[config.mk]
export PLATFORM = sky130hd
export DESIGN_NAME = dpcm_frame_ctrl
export DESIGN_NICKNAME = d
export VERILOG_FILES = /design/src/rtl/dpcm_pkg.sv /design/src/rtl/dpcm_blk_addr_gen.sv /design/src/rtl/dpcm_frame_ctrl.sv
export SDC_FILE = /design/constraint.sdc
export NUM_CORES = 1
export LEC_CHECK = 0
export CAP_MARGIN = 0
export CELL_PAD_IN_SITES_DETAIL_PLACEMENT = 0
export CELL_PAD_IN_SITES_GLOBAL_PLACEMENT = 1
export CORE_AREA = 2 2 177 179
export DETAILED_ROUTE_END_ITERATION = 6
export DIE_AREA = 0 0 179 181
export HOLD_SLACK_MARGIN = 0.15
export PLACE_DENSITY = 0.93
export SYNTH_ARGS = -nofsm -noshare
export SYNTH_HDL_FRONTEND = slang
export SYNTH_SLANG_ARGS = --single-unit
[constraint.sdc]
create_clock -name clk -period 2.63 [get_ports clk]
set_input_delay 0.263 -clock clk [delete_from_list [all_inputs] [get_ports clk]]
set_output_delay 0.263 -clock clk [all_outputs]
set_load 0.005 [all_outputs]
[src/rtl/dpcm_pkg.sv]
// Shared constants for the 4x4 DPCM frame sequencer: block geometry,
// residual word width and FSM state encodings.
package dpcm_pkg;

  localparam int W       = 8;
  localparam int N       = 16;
  localparam int BLK_DIM = 4;
  localparam int RES_W   = N*W + N;

  localparam logic [2:0] S_IDLE    = 3'd0;
  localparam logic [2:0] S_FETCH   = 3'd1;
  localparam logic [2:0] S_START   = 3'd2;
  localparam logic [2:0] S_WAIT    = 3'd3;
  localparam logic [2:0] S_CAPTURE = 3'd4;
  localparam logic [2:0] S_OUT     = 3'd5;
  localparam logic [2:0] S_DONE    = 3'd6;

endpackage

[src/rtl/dpcm_blk_addr_gen.sv]
// Block-raster address generator: holds block row/col and in-block pixel
// counters and turns them into pixel RAM addresses and end-of-walk flags.
module dpcm_blk_addr_gen #(
  parameter int IMG_W = 8,
  parameter int IMG_H = 8,
  parameter int AW    = 6,
  parameter int BW    = 2
) (
  input  logic          clk,
  input  logic          rst,
  input  logic          clear,
  input  logic          pix_inc,
  input  logic          blk_inc,
  output logic [4:0]    pix_k,
  output logic [AW-1:0] addr,
  output logic          last_blk,
  output logic [BW-1:0] blk_idx
);
  import dpcm_pkg::*;

  localparam int NBC = IMG_W / BLK_DIM;
  localparam int NBR = IMG_H / BLK_DIM;
  localparam int CW  = (NBC > 1) ? $clog2(NBC) : 1;
  localparam int RWD = (NBR > 1) ? $clog2(NBR) : 1;

  logic [4:0]     k_q, k_d;
  logic [CW-1:0]  bc_q, bc_d;
  logic [RWD-1:0] br_q, br_d;
  logic           last_bc, last_br;

  assign last_bc  = (bc_q == CW'(NBC - 1));
  assign last_br  = (br_q == RWD'(NBR - 1));
  assign last_blk = last_bc && last_br;
  assign pix_k    = k_q;

  // k runs 0..16 during a fetch: 16 read cycles plus one drain cycle.
  always_comb begin
    k_d  = k_q;
    bc_d = bc_q;
    br_d = br_q;
    if (clear) begin
      k_d  = '0;
      bc_d = '0;
      br_d = '0;
    end else begin
      if (pix_inc) k_d = k_q[4] ? 5'd0 : k_q + 5'd1;
      if (blk_inc) begin
        if (last_bc) begin
          bc_d = '0;
          br_d = last_br ? '0 : br_q + RWD'(1);
        end else begin
          bc_d = bc_q + CW'(1);
        end
      end
    end
  end

  always_ff @(posedge clk or negedge rst) begin
    if (!rst) begin
      k_q  <= '0;
      bc_q <= '0;
      br_q <= '0;
    end else begin
      k_q  <= k_d;
      bc_q <= bc_d;
      br_q <= br_d;
    end
  end

  assign addr = AW'((int'(br_q) * BLK_DIM + int'(k_q[3:2])) * IMG_W
                    + int'(bc_q) * BLK_DIM + int'(k_q[1:0]));
  assign blk_idx = BW'(int'(br_q) * NBC + int'(bc_q));

endmodule

[src/rtl/dpcm_frame_ctrl.sv]
// Frame sequencer: fetches each 4x4 block from pixel RAM, hands it to the
// DPCM engine and streams the residual word out on a valid/ready port.
module dpcm_frame_ctrl #(
  parameter int W     = dpcm_pkg::W,
  parameter int N     = dpcm_pkg::N,
  parameter int IMG_W = 8,
  parameter int IMG_H = 8,
  parameter int AW    = 6,
  parameter int BW    = 2
) (
  input  logic              clk,
  input  logic              rst,
  input  logic              frame_start,
  output logic              frame_busy,
  output logic              frame_done,
  output logic              mem_rd,
  output logic [AW-1:0]     mem_addr,
  input  logic [W-1:0]      mem_rdata,
  output logic              eng_start,
  input  logic              eng_start_ack,
  output logic [N*W-1:0]    eng_data_in,
  input  logic              eng_finish,
  output logic              eng_finish_ack,
  input  logic              eng_mode,
  input  logic [N*W+N-1:0]  eng_data_out,
  output logic              out_valid,
  input  logic              out_ready,
  output logic [N*W+N-1:0]  out_data,
  output logic              out_mode,
  output logic [BW-1:0]     out_blk_idx
);
  import dpcm_pkg::*;

  localparam int RW = N*W + N;

  logic [2:0]    state_q, state_d;
  logic          busy_q, busy_d;
  logic          start_q, start_d;
  logic [N*W-1:0] blk_q, blk_d;
  logic [RW-1:0] out_data_q, out_data_d;
  logic          out_mode_q, out_mode_d;
  logic [BW-1:0] out_idx_q, out_idx_d;
  logic          rd_q, rd_d;
  logic [3:0]    widx_q, widx_d;

  logic          ag_clear, ag_pix_inc, ag_blk_inc;
  logic [4:0]    pix_k;
  logic [AW-1:0] ag_addr;
  logic          last_blk;
  logic [BW-1:0] blk_idx;

  dpcm_blk_addr_gen #(
    .IMG_W (IMG_W),
    .IMG_H (IMG_H),
    .AW    (AW),
    .BW    (BW)
  ) u_addr_gen (
    .clk      (clk),
    .rst      (rst),
    .clear    (ag_clear),
    .pix_inc  (ag_pix_inc),
    .blk_inc  (ag_blk_inc),
    .pix_k    (pix_k),
    .addr     (ag_addr),
    .last_blk (last_blk),
    .blk_idx  (blk_idx)
  );

  assign mem_rd         = (state_q == S_FETCH) && !pix_k[4];
  assign mem_addr       = mem_rd ? ag_addr : '0;
  assign frame_busy     = busy_q;
  assign frame_done     = (state_q == S_DONE);
  assign eng_start      = start_q;
  assign eng_data_in    = blk_q;
  assign eng_finish_ack = (state_q == S_CAPTURE);
  assign out_valid      = (state_q == S_OUT);
  assign out_data       = out_data_q;
  assign out_mode       = out_mode_q;
  assign out_blk_idx    = out_idx_q;

  // Read data returns one cycle after the strobe, so the write slot trails
  // the read index by one cycle; the last pixel lands on the FETCH->START edge.
  always_comb begin
    state_d    = state_q;
    busy_d     = busy_q;
    start_d    = 1'b0;
    blk_d      = blk_q;
    out_data_d = out_data_q;
    out_mode_d = out_mode_q;
    out_idx_d  = out_idx_q;
    rd_d       = mem_rd;
    widx_d     = pix_k[3:0];
    ag_clear   = 1'b0;
    ag_pix_inc = 1'b0;
    ag_blk_inc = 1'b0;

    if (rd_q) blk_d[N*W-1-W*int'(widx_q) -: W] = mem_rdata;

    case (state_q)
      S_IDLE: begin
        if (frame_start) begin
          busy_d   = 1'b1;
          ag_clear = 1'b1;
          state_d  = S_FETCH;
        end
      end
      S_FETCH: begin
        ag_pix_inc = 1'b1;
        if (pix_k[4]) begin
          start_d = 1'b1;
          state_d = S_START;
        end
      end
      S_START: begin
        if (eng_start_ack) state_d = S_WAIT;
        else               start_d = 1'b1;
      end
      S_WAIT: begin
        if (eng_finish) state_d = S_CAPTURE;
      end
      S_CAPTURE: begin
        out_data_d = eng_data_out;
        out_mode_d = eng_mode;
        out_idx_d  = blk_idx;
        state_d    = S_OUT;
      end
      S_OUT: begin
        if (out_ready) begin
          ag_blk_inc = 1'b1;
          state_d    = last_blk ? S_DONE : S_FETCH;
        end
      end
      S_DONE: begin
        busy_d  = 1'b0;
        state_d = S_IDLE;
      end
      default: begin
        busy_d  = 1'b0;
        state_d = S_IDLE;
      end
    endcase
  end

  always_ff @(posedge clk or negedge rst) begin
    if (!rst) begin
      state_q    <= S_IDLE;
      busy_q     <= 1'b0;
      start_q    <= 1'b0;
      blk_q      <= '0;
      out_data_q <= '0;
      out_mode_q <= 1'b0;
      out_idx_q  <= '0;
      rd_q       <= 1'b0;
      widx_q     <= '0;
    end else begin
      state_q    <= state_d;
      busy_q     <= busy_d;
      start_q    <= start_d;
      blk_q      <= blk_d;
      out_data_q <= out_data_d;
      out_mode_q <= out_mode_d;
      out_idx_q  <= out_idx_d;
      rd_q       <= rd_d;
      widx_q     <= widx_d;
    end
  end

endmodule

==> results.rst, run 1 <==
.. list-table::
   :header-rows: 1

   * - Metric
     - Value
   * - Std cell rows
     - between 60 and 70
   * - Maximum level of the CTS H-tree
     - 1
   * - Worst reg2reg endpoint
     - out_data[31]
   * - Syn_nets
     - roughly 840
   * - Post-synthesis sequential element count
     - 292
   * - Clk_skew
     - 0.00570 ns
   * - CP arrival
     - 2.27 ns
   * - Transition time at the pin with the least slew margin
     - between 0.8 and 0.9 ns
   * - Count of cells along the worst register-to-register path
     - 5
   * - Maximum clock frequency
     - 395 MHz
   * - Crit path max fanout
     - 6
   * - Number of unique standard cell types used by synthesis
     - 40
   * - Fill cell total of the finished layout
     - 2,440
   * - Sequential area share after synthesis
     - 65.3%
   * - Max_slew headroom
     - 43.1%
   * - Fraction of layout cells with a size suffix above 1
     - 30.5%
   * - Combined buffer and inverter count along the critical path
     - 2
   * - Worst VDD drop
     - around 0.72 mV
   * - Die area
     - 32,400 sq um
   * - Critical Setup Path Class
     - reg2out
   * - Slowest cell on crit path
     - sky130_fd_sc_hd__clkdlybuf4s50_1
   * - Top-level I/O count
     - 446
   * - GR Layer Usage met3
     - under 10%
   * - M2 GR Usage
     - 33.4%
   * - Die W
     - 179 um
   * - Total global routing track utilization
     - 19.2%
   * - DRC viols
     - 0
   * - Startpoint of the most critical register-to-register path
     - state_q[1]
   * - DP Wirelength
     - ~24,000 um
   * - Final nets
     - 1,305
   * - Worst slack after detailed placement
     - between 0.4 and 0.5 ns
   * - Status
     - finished, final reports clean
   * - Worst slack on hold paths
     - 0.247 ns
   * - Logic depth of the worst path, buffers included
     - 4
   * - Total count of max-transition violations in the final report
     - 0
   * - Most congested layer reported by global routing
     - met2
   * - Startpoint kind of the worst setup timing path
     - flip-flop
   * - Via count of the first global-routing pass
     - slightly above 8,000
   * - Antenna viol nets, final
     - 0
   * - P per Cell Area
     - ~1200 nW/um^2
   * - Syn_area_per_cell
     - 16.4 sq um
   * - Number of vias per cell
     - about 4.8
   * - Count of flip-flops with a built-in enable after synthesis
     - 0
   * - Effective utilization at floorplan
     - 36.9%
   * - Detailed-route wire length
     - 31,700 um
   * - Via count
     - about 7,500
   * - Critical path endpoint
     - mem_addr[1]
   * - Layout overhead on the synthesized area
     - 53.8%
   * - Detailed-router iteration count before antenna repair
     - 4
   * - CP Launch Point
     - state_q[1]
   * - Routability congestion estimate
     - 0.765
   * - Required @ worst endpoint
     - 2.37 ns
   * - Clk slew on worst S/H paths
     - around 0.060 ns
   * - First-pass GRT wire length
     - between 40,000 and 50,000 um
   * - Number of clock buffers inserted by TritonCTS
     - 31
   * - Met1 track demand over resource
     - 22.4%
   * - Largest stage delay, worst path
     - between 0.4 and 0.5 ns
   * - Worst path top cell family by delay
     - buffers and inverters
   * - Total gr overflow
     - 0
   * - Clock tree from TritonCTS
     - yes
   * - Portion of the clock cycle consumed by the worst path in the final layout
     - 96.3%
   * - Clock Sink Count
     - 292
   * - Ys async rst share
     - 100%
   * - Initial antenna violation count
     - 0
   * - Class of the tightest hold or removal check
     - in2async
   * - Fin crit period
     - 2.53 ns
   * - Worst-Skew Late Latency
     - approximately 0.55 ns
   * - Static leakage
     - between 0.007 and 0.008 uW
   * - Height of the chip
     - 181 um
   * - Warning count from the yosys run
     - 0
   * - Final worst setup slack
     - slightly below 0.1 ns
   * - Worst setup EP type
     - output port
   * - Top_reg_cell synth
     - sky130_fd_sc_hd__dfrtp_1
   * - Number of failing setup endpoints in the final timing report
     - 0
   * - Buffers on Ports
     - 445
   * - Cell chain of the critical path
     - nor4b_4, buf_4, and2_1, clkdlybuf4s50_1
   * - Core Box Area
     - 30,300 sq um
   * - Antenna diode count
     - 0
   * - Wire length per cell
     - 20.3 um
   * - Post-Syn Area
     - 11,200 sq um
   * - Cell at the root of the clock tree
     - sky130_fd_sc_hd__clkbuf_16
   * - Number of hold-slack violations in the final timing report
     - 0
   * - RSZ-0062 raised after global routing
     - true
   * - Number of DRC violations after detailed-routing iteration 0
     - 260
   * - Max-cap check violation count
     - 0
   * - Pin count of the biggest net entering global routing
     - 74
   * - Maximum buffer depth of the clock tree
     - 3
   * - Count of mapped cells out of synthesis
     - between 600 and 700
   * - Setup slack on the worst flop-to-flop path
     - 0.55 ns
power by group:
group / leakage [uW] / internal, uW / switching (uW) / total [uW]
clock network: 0.000500 / 2570 / 1770 / 4340
logic: 0.00329 / 5910 / 2770 / 8680
registers: 0.00360 / 6670 / 1260 / 7930
how the worst min path moves through the flow:
| stage | from | to | slack (ns) | depth (start not counted) |
|---|---|---|---|---|
| floorplan | rst | eng_data_in[0] | -0.03 | 0 |
| global placement | rst | eng_data_in[62] | 0.24 | 1 |
| detailed placement | rst | eng_data_in[62] | 0.24 | 1 |
| CTS | rst | eng_data_in[62] | 0.24 | 2 |
| global route | rst | eng_data_in[62] | 0.27 | 2 |
| finish | rst | eng_data_in[62] | 0.25 | 2 |
worst reg2reg max path: stages, from the launching register on:
cell,delay [ns]
sky130_fd_sc_hd__dfrtp_2,0.47
sky130_fd_sc_hd__buf_12,0.16
sky130_fd_sc_hd__nand2b_1,0.18
sky130_fd_sc_hd__nor2_4,0.33
sky130_fd_sc_hd__buf_4,0.43
sky130_fd_sc_hd__mux2_2,0.39
state kept, by name, indices dropped and copies added, names as in the netlist:
| name | flops |
|---|---|
| u_addr_gen.bc_q | 1 |
| eng_start | 1 |
| out_blk_idx | 2 |
| u_addr_gen.pix_k | 5 |
| widx_q | 4 |
| rd_q | 1 |
| out_mode | 1 |
| frame_busy | 1 |
| eng_data_in | 128 |
| state_q | 3 |
| u_addr_gen.br_q | 1 |
| out_data | 144 |
timing repair:
action / 4_1_cts / 5_1_grt
hold endpoints to repair: 256 / 0
gates cloned: 0 / 1
pin swaps: 0 / 1
endpoints found under the setup margin: 6 / 4
setup buffers: 2 / 5
hold buffers: 1 / 0
resized for setup: 2 / 9
cells in the final DEF (no fill, tap or decap), types with 3 or more instances in the layout:
cell type	Yosys	final
sky130_fd_sc_hd__clkbuf_16	0	31
sky130_fd_sc_hd__clkinv_2	0	8
sky130_fd_sc_hd__clkbuf_8	0	4
sky130_fd_sc_hd__buf_4	14	14
sky130_fd_sc_hd__nand2_1	5	5
sky130_fd_sc_hd__clkbuf_1	11	6
sky130_fd_sc_hd__nand2b_1	7	7
sky130_fd_sc_hd__mux2_4	16	16
sky130_fd_sc_hd__dfrtp_1	292	290
sky130_fd_sc_hd__nor2_2	9	9
sky130_fd_sc_hd__buf_12	0	5
sky130_fd_sc_hd__mux2_2	251	251
sky130_fd_sc_hd__a21oi_1	3	3
sky130_fd_sc_hd__and2_1	8	8
sky130_fd_sc_hd__o211ai_1	3	3
sky130_fd_sc_hd__inv_1	3	3
sky130_fd_sc_hd__nor2_1	8	7
sky130_fd_sc_hd__dlymetal6s2s_1	0	3
sky130_fd_sc_hd__bufinv_16	0	3
sky130_fd_sc_hd__mux2_1	9	9
sky130_fd_sc_hd__clkdlybuf4s50_1	0	441
metal layers:
metal  vias up  wire length (um)
met5         -                 0
met4         0               915
met3        59              2900
met2       312             15700
met1      3784             12300
li1       3336                 -
logic make-up after synthesis:
family,Yosys count,synth area share (%)
buffers and inverters,38,1.91
AOI/OAI and AO/OA,21,1.33
DFF,292,65.3
and+or+nand+nor,50,2.78
muxes,277,28.4
xor gates and xnor gates,2,0.157
adders and majority gates,1,0.112
per-stage QoR:
step / TNS [ns] / std cells / cell area [sq um] / utilization [%] / total power [uW]
finish: 0 / 1564 / 17200 / 56.7 / 20900
global route: -0.0104 / 1564 / 17200 / 56.7 / 22100
CTS: 0 / 1558 / 17100 / 56.5 / 21100
detailed placement: 0 / 1499 / 16100 / 53.0 / 16600
global placement: 0 / 1499 / 16100 / 53.0 / 16200
floorplan: 0 / 681 / 11200 / - / 10800
cells in the mapped netlist (2+ instances only):
cell / n / share of area [%]
sky130_fd_sc_hd__a21oi_1: 3 / 0.13
sky130_fd_sc_hd__a22o_1: 2 / 0.16
sky130_fd_sc_hd__a22oi_1: 2 / 0.13
sky130_fd_sc_hd__and2_1: 8 / 0.45
sky130_fd_sc_hd__buf_2: 9 / 0.40
sky130_fd_sc_hd__buf_4: 14 / 0.94
sky130_fd_sc_hd__clkbuf_1: 11 / 0.37
sky130_fd_sc_hd__dfrtp_1: 292 / 65
sky130_fd_sc_hd__inv_1: 3 / 0.10
sky130_fd_sc_hd__mux2_1: 9 / 0.91
sky130_fd_sc_hd__mux2_2: 251 / 25
sky130_fd_sc_hd__mux2_4: 16 / 2.1
sky130_fd_sc_hd__nand2_1: 5 / 0.17
sky130_fd_sc_hd__nand2b_1: 7 / 0.39
sky130_fd_sc_hd__nor2_1: 8 / 0.27
sky130_fd_sc_hd__nor2_2: 9 / 0.50
sky130_fd_sc_hd__nor2b_1: 2 / 0.11
sky130_fd_sc_hd__o211ai_1: 3 / 0.20
sky130_fd_sc_hd__o21ai_0: 2 / 0.089
sky130_fd_sc_hd__o22ai_1: 2 / 0.11
sky130_fd_sc_hd__o31ai_1: 2 / 0.13
sky130_fd_sc_hd__or3_1: 2 / 0.11
sky130_fd_sc_hd__xnor2_1: 2 / 0.16
layout make-up:
class	instances	area, sq um	share of cell area [%]
Sequential cell	292	7310	42.5
Timing Repair Buffer	466	4690	27.3
Multi-Input combinational cell	351	3680	21.4
Clock buffer	41	853	4.96
Inverter	3	11.3	0.0654
Clock inverter	15	163	0.945
Tap cell	396	495	2.88
Power figures use the tool's default switching activity.
==> inputs of run 2 (changes only) <==
--- a/config.mk
+++ b/config.mk
@@ -8,9 +8,9 @@
 export CAP_MARGIN = 0
 export CELL_PAD_IN_SITES_DETAIL_PLACEMENT = 0
 export CELL_PAD_IN_SITES_GLOBAL_PLACEMENT = 1
-export CORE_AREA = 2 2 177 179
+export CORE_AREA = 2 2 187 170
 export DETAILED_ROUTE_END_ITERATION = 6
-export DIE_AREA = 0 0 179 181
+export DIE_AREA = 0 0 189 172
 export HOLD_SLACK_MARGIN = 0.15
 export PLACE_DENSITY = 0.93
 export SYNTH_ARGS = -nofsm -noshare
==> run 2 against run 1 <==
Compared with the run above: first-iteration DRC count is 1.5% lower; global-route usage shrank 0.79 points; largest power group unchanged; via count is 0.73% lower; utilization down 0.65 points; power is 1.4% lower; routed wire length down 2.9%; non-clock buffer count is 1 lower; sequential cell count unchanged; critical endpoint is now mem_addr[3]; register-to-register slack gained 0.20 ns; maximum frequency grew 0.30%; final cell count rose by 0.58%.
==> results.rst, run 2 (synthesis gave the netlist of run 1 again) <==
.. list-table::
   :header-rows: 1

   * - Metric
     - Value
   * - Combined buffer and inverter count along the critical path
     - 2 (unchanged)
   * - Number of clock buffers inserted by TritonCTS
     - 30 (was 31)
   * - Portion of the clock cycle consumed by the worst path in the final layout
     - 96.0% (was 96.3%)
   * - Die area
     - 32,500 sq um (was 32,400 sq um)
   * - Via count of the first global-routing pass
     - 8,031 (was 8,130)
   * - Maximum buffer depth of the clock tree
     - 3 (unchanged)
   * - DRC viols
     - 0 (unchanged)
   * - Logic gate share of total power
     - 41.6% (was 41.4%)
   * - Switching power
     - 5640 uW (was 5800 uW)
   * - Number of DRC violations after detailed-routing iteration 0
     - 256 (was 260)
   * - Via count
     - 7,436 (was 7,491)
   * - Worst-Skew Late Latency
     - 0.54 ns (was 0.55 ns)
   * - Max_slew headroom
     - 44.3% (was 43.1%)
   * - DP Wirelength
     - 22,700 um (was 23,500 um)
   * - Maximum level of the CTS H-tree
     - 1 (unchanged)
   * - Startpoint kind of the worst setup timing path
     - flip-flop (unchanged)
   * - Required @ worst endpoint
     - 2.37 ns (about the same)
   * - Detailed-router iteration count before antenna repair
     - 4 (unchanged)
   * - Max-cap check violation count
     - 0 (unchanged)
   * - Worst setup EP type
     - output port (unchanged)
   * - Total count of max-transition violations in the final report
     - 0 (unchanged)
   * - Fraction of layout cells with a size suffix above 1
     - 30.0% (was 30.5%)
   * - Startpoint of the most critical register-to-register path
     - state_q[1] (unchanged)
   * - Total gr overflow
     - 0 (unchanged)
   * - Transition time at the pin with the least slew margin
     - 0.832 ns (was 0.850 ns)
   * - Switch share
     - 27.3% (was 27.7%)
   * - Setup slack on the worst flop-to-flop path
     - 0.75 ns (was 0.55 ns)
   * - Most common library cell in the layout ignoring fill and taps
     - sky130_fd_sc_hd__clkdlybuf4s50_1 (unchanged)
   * - P_int
     - 15,000 uW (was 15,100 uW)
   * - Antenna viol nets, final
     - 0 (unchanged)
   * - Routability congestion estimate
     - 0.770 (was 0.765)
   * - Number of vias per cell
     - 4.73 (was 4.79)
   * - CP arrival
     - 2.26 ns (was 2.27 ns)
   * - Class of the tightest hold or removal check
     - in2async (unchanged)
   * - Layout overhead on the synthesized area
     - 53.3% (was 53.8%)
   * - Antenna diode count
     - 0 (unchanged)
   * - Post-route standard cell area excluding fillers
     - 17,200 sq um (about the same)
   * - Pin count of the biggest net entering global routing
     - 77 (was 74)
   * - Clock Sink Count
     - 292 (unchanged)
   * - Flip-flop count of the largest register, all copies and words added
     - 144 (unchanged)
   * - Core Box Area
     - 30,600 sq um (was 30,300 sq um)
   * - Fin crit period
     - 2.52 ns (was 2.53 ns)
   * - Total global routing track utilization
     - 18.4% (was 19.2%)
   * - Top-level I/O count
     - 446 (unchanged)
   * - Maximum clock frequency
     - 396 MHz (was 395 MHz)
   * - Status
     - finished, final reports clean (unchanged)
   * - Std cell rows
     - 61 (was 64)
   * - Static leakage
     - 0.00731 uW (was 0.00739 uW)
   * - Number of hold-slack violations in the final timing report
     - 0 (unchanged)
   * - Part of the power in the clock network
     - 20.0% (was 20.7%)
   * - Effective utilization at floorplan
     - 36.6% (was 36.9%)
   * - Worst reg2reg endpoint
     - out_data[104] (was out_data[31])
   * - Detailed-route wire length
     - 30,800 um (was 31,700 um)
   * - Cell chain of the critical path
     - nor4b_2, buf_4, and2_1, clkdlybuf4s50_1 (was nor4b_4, buf_4, and2_1, clkdlybuf4s50_1)
   * - Sum of negative setup slack
     - 0 ns (unchanged)
   * - Fill cell total of the finished layout
     - 2,483 (was 2,440)
   * - Crit path max fanout
     - 11 (was 6)
   * - Critical Setup Path Class
     - reg2out (unchanged)
   * - Height of the chip
     - 172 um (was 181 um)
   * - Commonest cells after routing, fill and taps aside
     - 444 x sky130_fd_sc_hd__clkdlybuf4s50_1, 291 x sky130_fd_sc_hd__dfrtp_1, 251 x sky130_fd_sc_hd__mux2_2, 31 x sky130_fd_sc_hd__clkbuf_16, 16 x sky130_fd_sc_hd__mux2_4 (was 441 x sky130_fd_sc_hd__clkdlybuf4s50_1, 290 x sky130_fd_sc_hd__dfrtp_1, 251 x sky130_fd_sc_hd__mux2_2, 31 x sky130_fd_sc_hd__clkbuf_16, 16 x sky130_fd_sc_hd__mux2_4)
   * - Clk slew on worst S/H paths
     - 0.06 ns (about the same)
   * - Clock tree from TritonCTS
     - yes (unchanged)
   * - Buffers on Ports
     - 445 (unchanged)
   * - Count of cells along the worst register-to-register path
     - 4 (was 5)
   * - Initial antenna violation count
     - 0 (unchanged)
   * - Final nets
     - 1,303 (was 1,305)
   * - Clk_skew
     - 0.00860 ns (was 0.00570 ns)
   * - Cell at the root of the clock tree
     - sky130_fd_sc_hd__clkbuf_16 (unchanged)
   * - Worst VDD drop
     - 0.592 mV (was 0.720 mV)
   * - Worst path top cell family by delay
     - buffers and inverters (unchanged)
   * - First-pass GRT wire length
     - 46,500 um (was 47,900 um)
   * - Number of failing setup endpoints in the final timing report
     - 0 (unchanged)
   * - RSZ-0062 raised after global routing
     - false (was true)
   * - Sequential power share
     - 38.4% (was 37.9%)
   * - Die W
     - 189 um (was 179 um)
   * - Slowest cell on crit path
     - sky130_fd_sc_hd__clkdlybuf4s50_1 (unchanged)
   * - Largest stage delay, worst path
     - 0.53 ns (was 0.49 ns)
   * - Wire length per cell
     - 19.6 um (was 20.3 um)
   * - Cell area after placement
     - 16,100 sq um (about the same)
   * - P per Cell Area
     - 1200 nW/um^2 (was 1220 nW/um^2)
## run 2: cell count changes in the layout (fill, tap and decap cells not counted), sizes merged
cell,previous run,this run
buf,21,20
bufinv,3,1
clkbuf,41,47
clkdlybuf4s50,441,444
clkinv,10,5
clkinvlp,2,0
dlymetal6s2s,3,0
## run 2: metrics by stage
stage | setup slack (ns) | util (%) | total power, uW | cells | hold slack [ns]
global placement | 0.531 | 52.7 | 16200 | 1514 | 0.282
floorplan | 1.08 | - | 10800 | 681 | -0.0326
CTS | 0.0545 | 56.0 | 20900 | 1571 | 0.288
finish | 0.106 | 56.1 | 20700 | 1573 | 0.292
detailed placement | 0.523 | 52.7 | 16500 | 1514 | 0.283
global route | 0.0276 | 56.1 | 21800 | 1573 | 0.309
## run 2: routing by layer
metal  routed length, um  global-route usage, %  vias to the layer above
met1               12100                   22.1                     3763
met3                2390                   5.40                       51
li1                    -                      -                     3318
met4                 853                   5.03                        0
met2               15500                   32.2                      304
met5                   0                      0                        -
## run 2: area by class of cell
cell class	count	area, sq um	area share (%)
multi-input cells	351	3680	21.4
repair buffers	465	4670	27.2
inverters	3	11.3	0.0656
clock buffers	47	916	5.34
clock inverters	6	58.8	0.343
flip-flops and latches	292	7310	42.6
well taps	409	512	2.98
## run 2: timing repair
item / in CTS / in global routing
setup endpoints to repair: 2 / 1
buffers inserted: 3 / 2
hold endpoints to repair: 68 / 0
gates resized for setup: 1 / 0
hold buffers: 1 / 0
## run 2: how the worst max path moves through the flow
stage                from         endpoint  slack [ns]  cells after the start
6_report       state_q[1]      mem_addr[3]        0.11                      4
5_1_grt        state_q[1]      mem_addr[5]        0.03                      5
4_1_cts        state_q[1]      mem_addr[0]        0.05                      4
3_5_place_dp   state_q[1]      mem_addr[0]        0.52                      4
3_3_place_gp   state_q[1]      mem_addr[3]        0.53                      4
2_1_floorplan   widx_q[2]  eng_data_in[56]        1.08                      4
## run 2: power groups by stage
| stage | logic, uW | registers (uW) | clock network [uW] |
|---|---|---|---|
| after floorplan | 2860 | 7970 | 0 |
| after global placement | 8370 | 7870 | 0 |
| after detailed placement | 8530 | 7990 | 0 |
| after CTS | 8700 | 7950 | 4270 |
| after global routing | 9120 | 8210 | 4470 |
| final | 8590 | 7930 | 4140 |
==> inputs of run 3 (changes only) <==
--- a/config.mk
+++ b/config.mk
@@ -13,6 +13,7 @@
 export DIE_AREA = 0 0 189 172
 export HOLD_SLACK_MARGIN = 0.15
 export PLACE_DENSITY = 0.93
+export REMOVE_ABC_BUFFERS = 1
 export SYNTH_ARGS = -nofsm -noshare
 export SYNTH_HDL_FRONTEND = slang
 export SYNTH_SLANG_ARGS = --single-unit
==> run 3 against run 2 <==
Compared with the run above: critical path depth down 1; count of clock-buffer cells in the layout down 1; highest routed layer unchanged; routed wire length up 5.8%; sequential share of layout area down 0.057 points; hold slack better by 0.011 ns; sequential power about the same; critical path type unchanged; critical endpoint is now mem_addr[4]; utilization up 0.094 points.
==> results.rst, run 3 (synthesis gave the netlist of run 1 again) <==
.. list-table::
   :header-rows: 1

   * - Metric
     - Value
   * - Final worst setup slack
     - 0.137 ns (was 0.106 ns)
   * - Final nets
     - 1,299 (was 1,303)
   * - Transition time at the pin with the least slew margin
     - 0.922 ns (was 0.832 ns)
   * - Clk_skew
     - 0.0162 ns (was 0.00860 ns)
   * - Number of vias per cell
     - 4.78 (was 4.73)
   * - Total global routing track utilization
     - 19.4% (was 18.4%)
   * - Worst VDD drop
     - 0.734 mV (was 0.592 mV)
   * - Via count
     - 7,522 (was 7,436)
   * - Critical Setup Path Class
     - reg2out (unchanged)
   * - Cell at the root of the clock tree
     - sky130_fd_sc_hd__clkbuf_16 (unchanged)
   * - Most common library cell in the layout ignoring fill and taps
     - sky130_fd_sc_hd__clkdlybuf4s50_1 (unchanged)
   * - End of the worst hold path
     - out_data[32]
   * - P per Cell Area
     - 1210 nW/um^2 (was 1200 nW/um^2)
   * - Commonest cells after routing, fill and taps aside
     - 444 x sky130_fd_sc_hd__clkdlybuf4s50_1, 289 x sky130_fd_sc_hd__dfrtp_1, 251 x sky130_fd_sc_hd__mux2_2, 31 x sky130_fd_sc_hd__clkbuf_16, 16 x sky130_fd_sc_hd__mux2_4 (was 444 x sky130_fd_sc_hd__clkdlybuf4s50_1, 291 x sky130_fd_sc_hd__dfrtp_1, 251 x sky130_fd_sc_hd__mux2_2, 31 x sky130_fd_sc_hd__clkbuf_16, 16 x sky130_fd_sc_hd__mux2_4)
   * - Required @ worst endpoint
     - 2.37 ns (about the same)
   * - Sequential power share
     - 38.1% (was 38.4%)
   * - RSZ-0062 raised after global routing
     - false (unchanged)
   * - Portion of the clock cycle consumed by the worst path in the final layout
     - 94.8% (was 96.0%)
   * - DP Wirelength
     - 24,400 um (was 22,700 um)
   * - Crit path max fanout
     - 14 (was 11)
   * - Worst reg2reg endpoint
     - eng_data_in[101] (was out_data[104])
   * - Count of cells along the worst register-to-register path
     - 3 (was 4)
   * - Non-Filler Instances
     - 1,574 (was 1,573)
   * - Height of the chip
     - 172 um (unchanged)
   * - Maximum buffer depth of the clock tree
     - 3 (unchanged)
   * - Maximum level of the CTS H-tree
     - 1 (unchanged)
   * - Power Total
     - 20,900 uW (was 20,700 uW)
   * - Routability congestion estimate
     - 0.775 (was 0.770)
   * - Core Box Area
     - 30,600 sq um (unchanged)
   * - Std cell rows
     - 61 (unchanged)
   * - Total gr overflow
     - 0 (unchanged)
   * - DRC viols
     - 0 (unchanged)
   * - Detailed-router iteration count before antenna repair
     - 4 (unchanged)
   * - Combined area of the multi-input logic cells
     - 3680 sq um (about the same)
   * - Die W
     - 189 um (unchanged)
   * - Status
     - finished, final reports clean (unchanged)
   * - Antenna viol nets, final
     - 0 (unchanged)
   * - Number of hold-slack violations in the final timing report
     - 0 (unchanged)
   * - Max-cap check violation count
     - 0 (unchanged)
   * - Switching power
     - 5800 uW (was 5640 uW)
   * - First-pass GRT wire length
     - 47,800 um (was 46,500 um)
   * - FF/Latch Area
     - 7310 sq um (about the same)
   * - Top-level I/O count
     - 446 (unchanged)
   * - Die area
     - 32,500 sq um (unchanged)
   * - Maximum clock frequency
     - 401 MHz (was 396 MHz)
   * - Clock Sink Count
     - 292 (unchanged)
   * - Total count of max-transition violations in the final report
     - 0 (unchanged)
   * - Number of failing setup endpoints in the final timing report
     - 0 (unchanged)
   * - Worst-Skew Late Latency
     - 0.55 ns (was 0.54 ns)
   * - Hold depth
     - 2
   * - Layout overhead on the synthesized area
     - 53.6% (was 53.3%)
   * - Detailed-route wire length
     - 32,600 um (was 30,800 um)
   * - Static leakage
     - 0.00731 uW (about the same)
   * - Worst setup EP type
     - output port (unchanged)
   * - Hold path start
     - eng_data_out[32]
   * - Class of the tightest hold or removal check
     - in2reg (was in2async)
   * - Logic gate share of total power
     - 41.2% (was 41.6%)
   * - Pin count of the biggest net entering global routing
     - 100 (was 77)
   * - P_int
     - 15,100 uW (was 15,000 uW)
   * - Fill cell total of the finished layout
     - 2,473 (was 2,483)
   * - Flip-flop count of the largest register, all copies and words added
     - 144 (unchanged)
   * - Initial antenna violation count
     - 2 (was 0)
   * - Number of DRC violations after detailed-routing iteration 0
     - 282 (was 256)
   * - Startpoint kind of the worst setup timing path
     - flip-flop (unchanged)
   * - Buffers on Ports
     - 445 (unchanged)
   * - Startpoint of the most critical register-to-register path
     - widx_q[2] (was state_q[1])
   * - Wire length per cell
     - 20.7 um (was 19.6 um)
   * - Clock tree from TritonCTS
     - yes (unchanged)
   * - Effective utilization at floorplan
     - 36.6% (unchanged)
   * - Number of clock buffers inserted by TritonCTS
     - 30 (unchanged)
   * - Switch share
     - 27.8% (was 27.3%)
   * - Cell area after placement
     - 16,100 sq um (about the same)
   * - Post-route standard cell area excluding fillers
     - 17,200 sq um (about the same)
   * - Fin crit period
     - 2.49 ns (was 2.52 ns)
   * - Number of placed cells counting well taps
     - 1,514 (unchanged)
   * - Clk slew on worst S/H paths
     - 0.06 ns (about the same)
   * - Via count of the first global-routing pass
     - 7,719 (was 8,031)
   * - Setup slack on the worst flop-to-flop path
     - 0.63 ns (was 0.75 ns)
   * - Fraction of layout cells with a size suffix above 1
     - 30.2% (was 30.0%)
   * - Worst slack after detailed placement
     - 0.482 ns (was 0.523 ns)
   * - Part of the power in the clock network
     - 20.8% (was 20.0%)
   * - Max_slew headroom
     - 38.4% (was 44.3%)
   * - Sum of negative setup slack
     - 0 ns (unchanged)
   * - CP arrival
     - 2.23 ns (was 2.26 ns)
run 3: cell types whose count changed in the layout (fill, tap and decap cells not counted), moves of 2 or more:
cell / delta
sky130_fd_sc_hd__buf_4: -4
sky130_fd_sc_hd__clkinv_2: +2
sky130_fd_sc_hd__clkinvlp_4: +2
sky130_fd_sc_hd__dfrtp_1: -2
sky130_fd_sc_hd__dfrtp_2: +2
sky130_fd_sc_hd__diode_2: +2
run 3: repair_timing:
action / CTS / global route
endpoints found under the hold margin: 78 / 0
hold buffers: 1 / 0
endpoints found under the setup margin: 7 / 6
setup buffers: 0 / 1
resized for setup: 1 / 3
pin swaps: 0 / 1
cloned: 0 / 0
run 3: cell type report:
cell class	count	area share [%]
Clock buffer	46	5.31
Tap cell	409	2.98
Multi-Input combinational cell	351	21.4
Timing Repair Buffer	461	27.0
Sequential cell	292	42.5
Inverter	3	0.0655
Clock inverter	10	0.612
Antenna cell	2	0.0291
run 3: through the flow:
step           hold WS (ns)  util, %
2_1_floorplan       -0.0326        -
3_3_place_gp          0.333     52.7
3_5_place_dp          0.334     52.7
4_1_cts               0.266     56.1
5_1_grt               0.295     56.1
6_report              0.304     56.2
run 3: worst max-delay path by stage:
stage | from | endpoint | cells past startpoint
6_report | state_q[1] | mem_addr[4] | 3
5_1_grt | state_q[1] | mem_addr[4] | 3
4_1_cts | state_q[0] | mem_addr[4] | 3
3_5_place_dp | state_q[0] | mem_addr[4] | 3
3_3_place_gp | state_q[0] | mem_addr[4] | 3
2_1_floorplan | state_q[1] | out_blk_idx[0] | 3
run 3: power by group through the flow:
stage | logic, uW | clock network (uW) | registers, uW
after detailed placement | 8630 | 0 | 8010
after floorplan | 2790 | 0 | 8000
after global routing | 9060 | 4630 | 8220
after global placement | 8450 | 0 | 7880
final | 8580 | 4330 | 7940
after CTS | 8690 | 4450 | 7950
run 3: worst max-delay path, cell delays in order, from the launching register on:
cell                              delay [ns]
sky130_fd_sc_hd__dfrtp_2                0.50
sky130_fd_sc_hd__nor4b_4                0.47
sky130_fd_sc_hd__and2_1                 0.21
sky130_fd_sc_hd__clkdlybuf4s50_1        0.50
run 3: layer usage:
layer	part of all wire, %	global-route usage, %	vias to the layer above
met5	0	0	-
met4	4.4	7.44	0
met3	8.9	6.64	66
met2	49	33.8	319
met1	37	21.9	3807
li1	-	-	3330
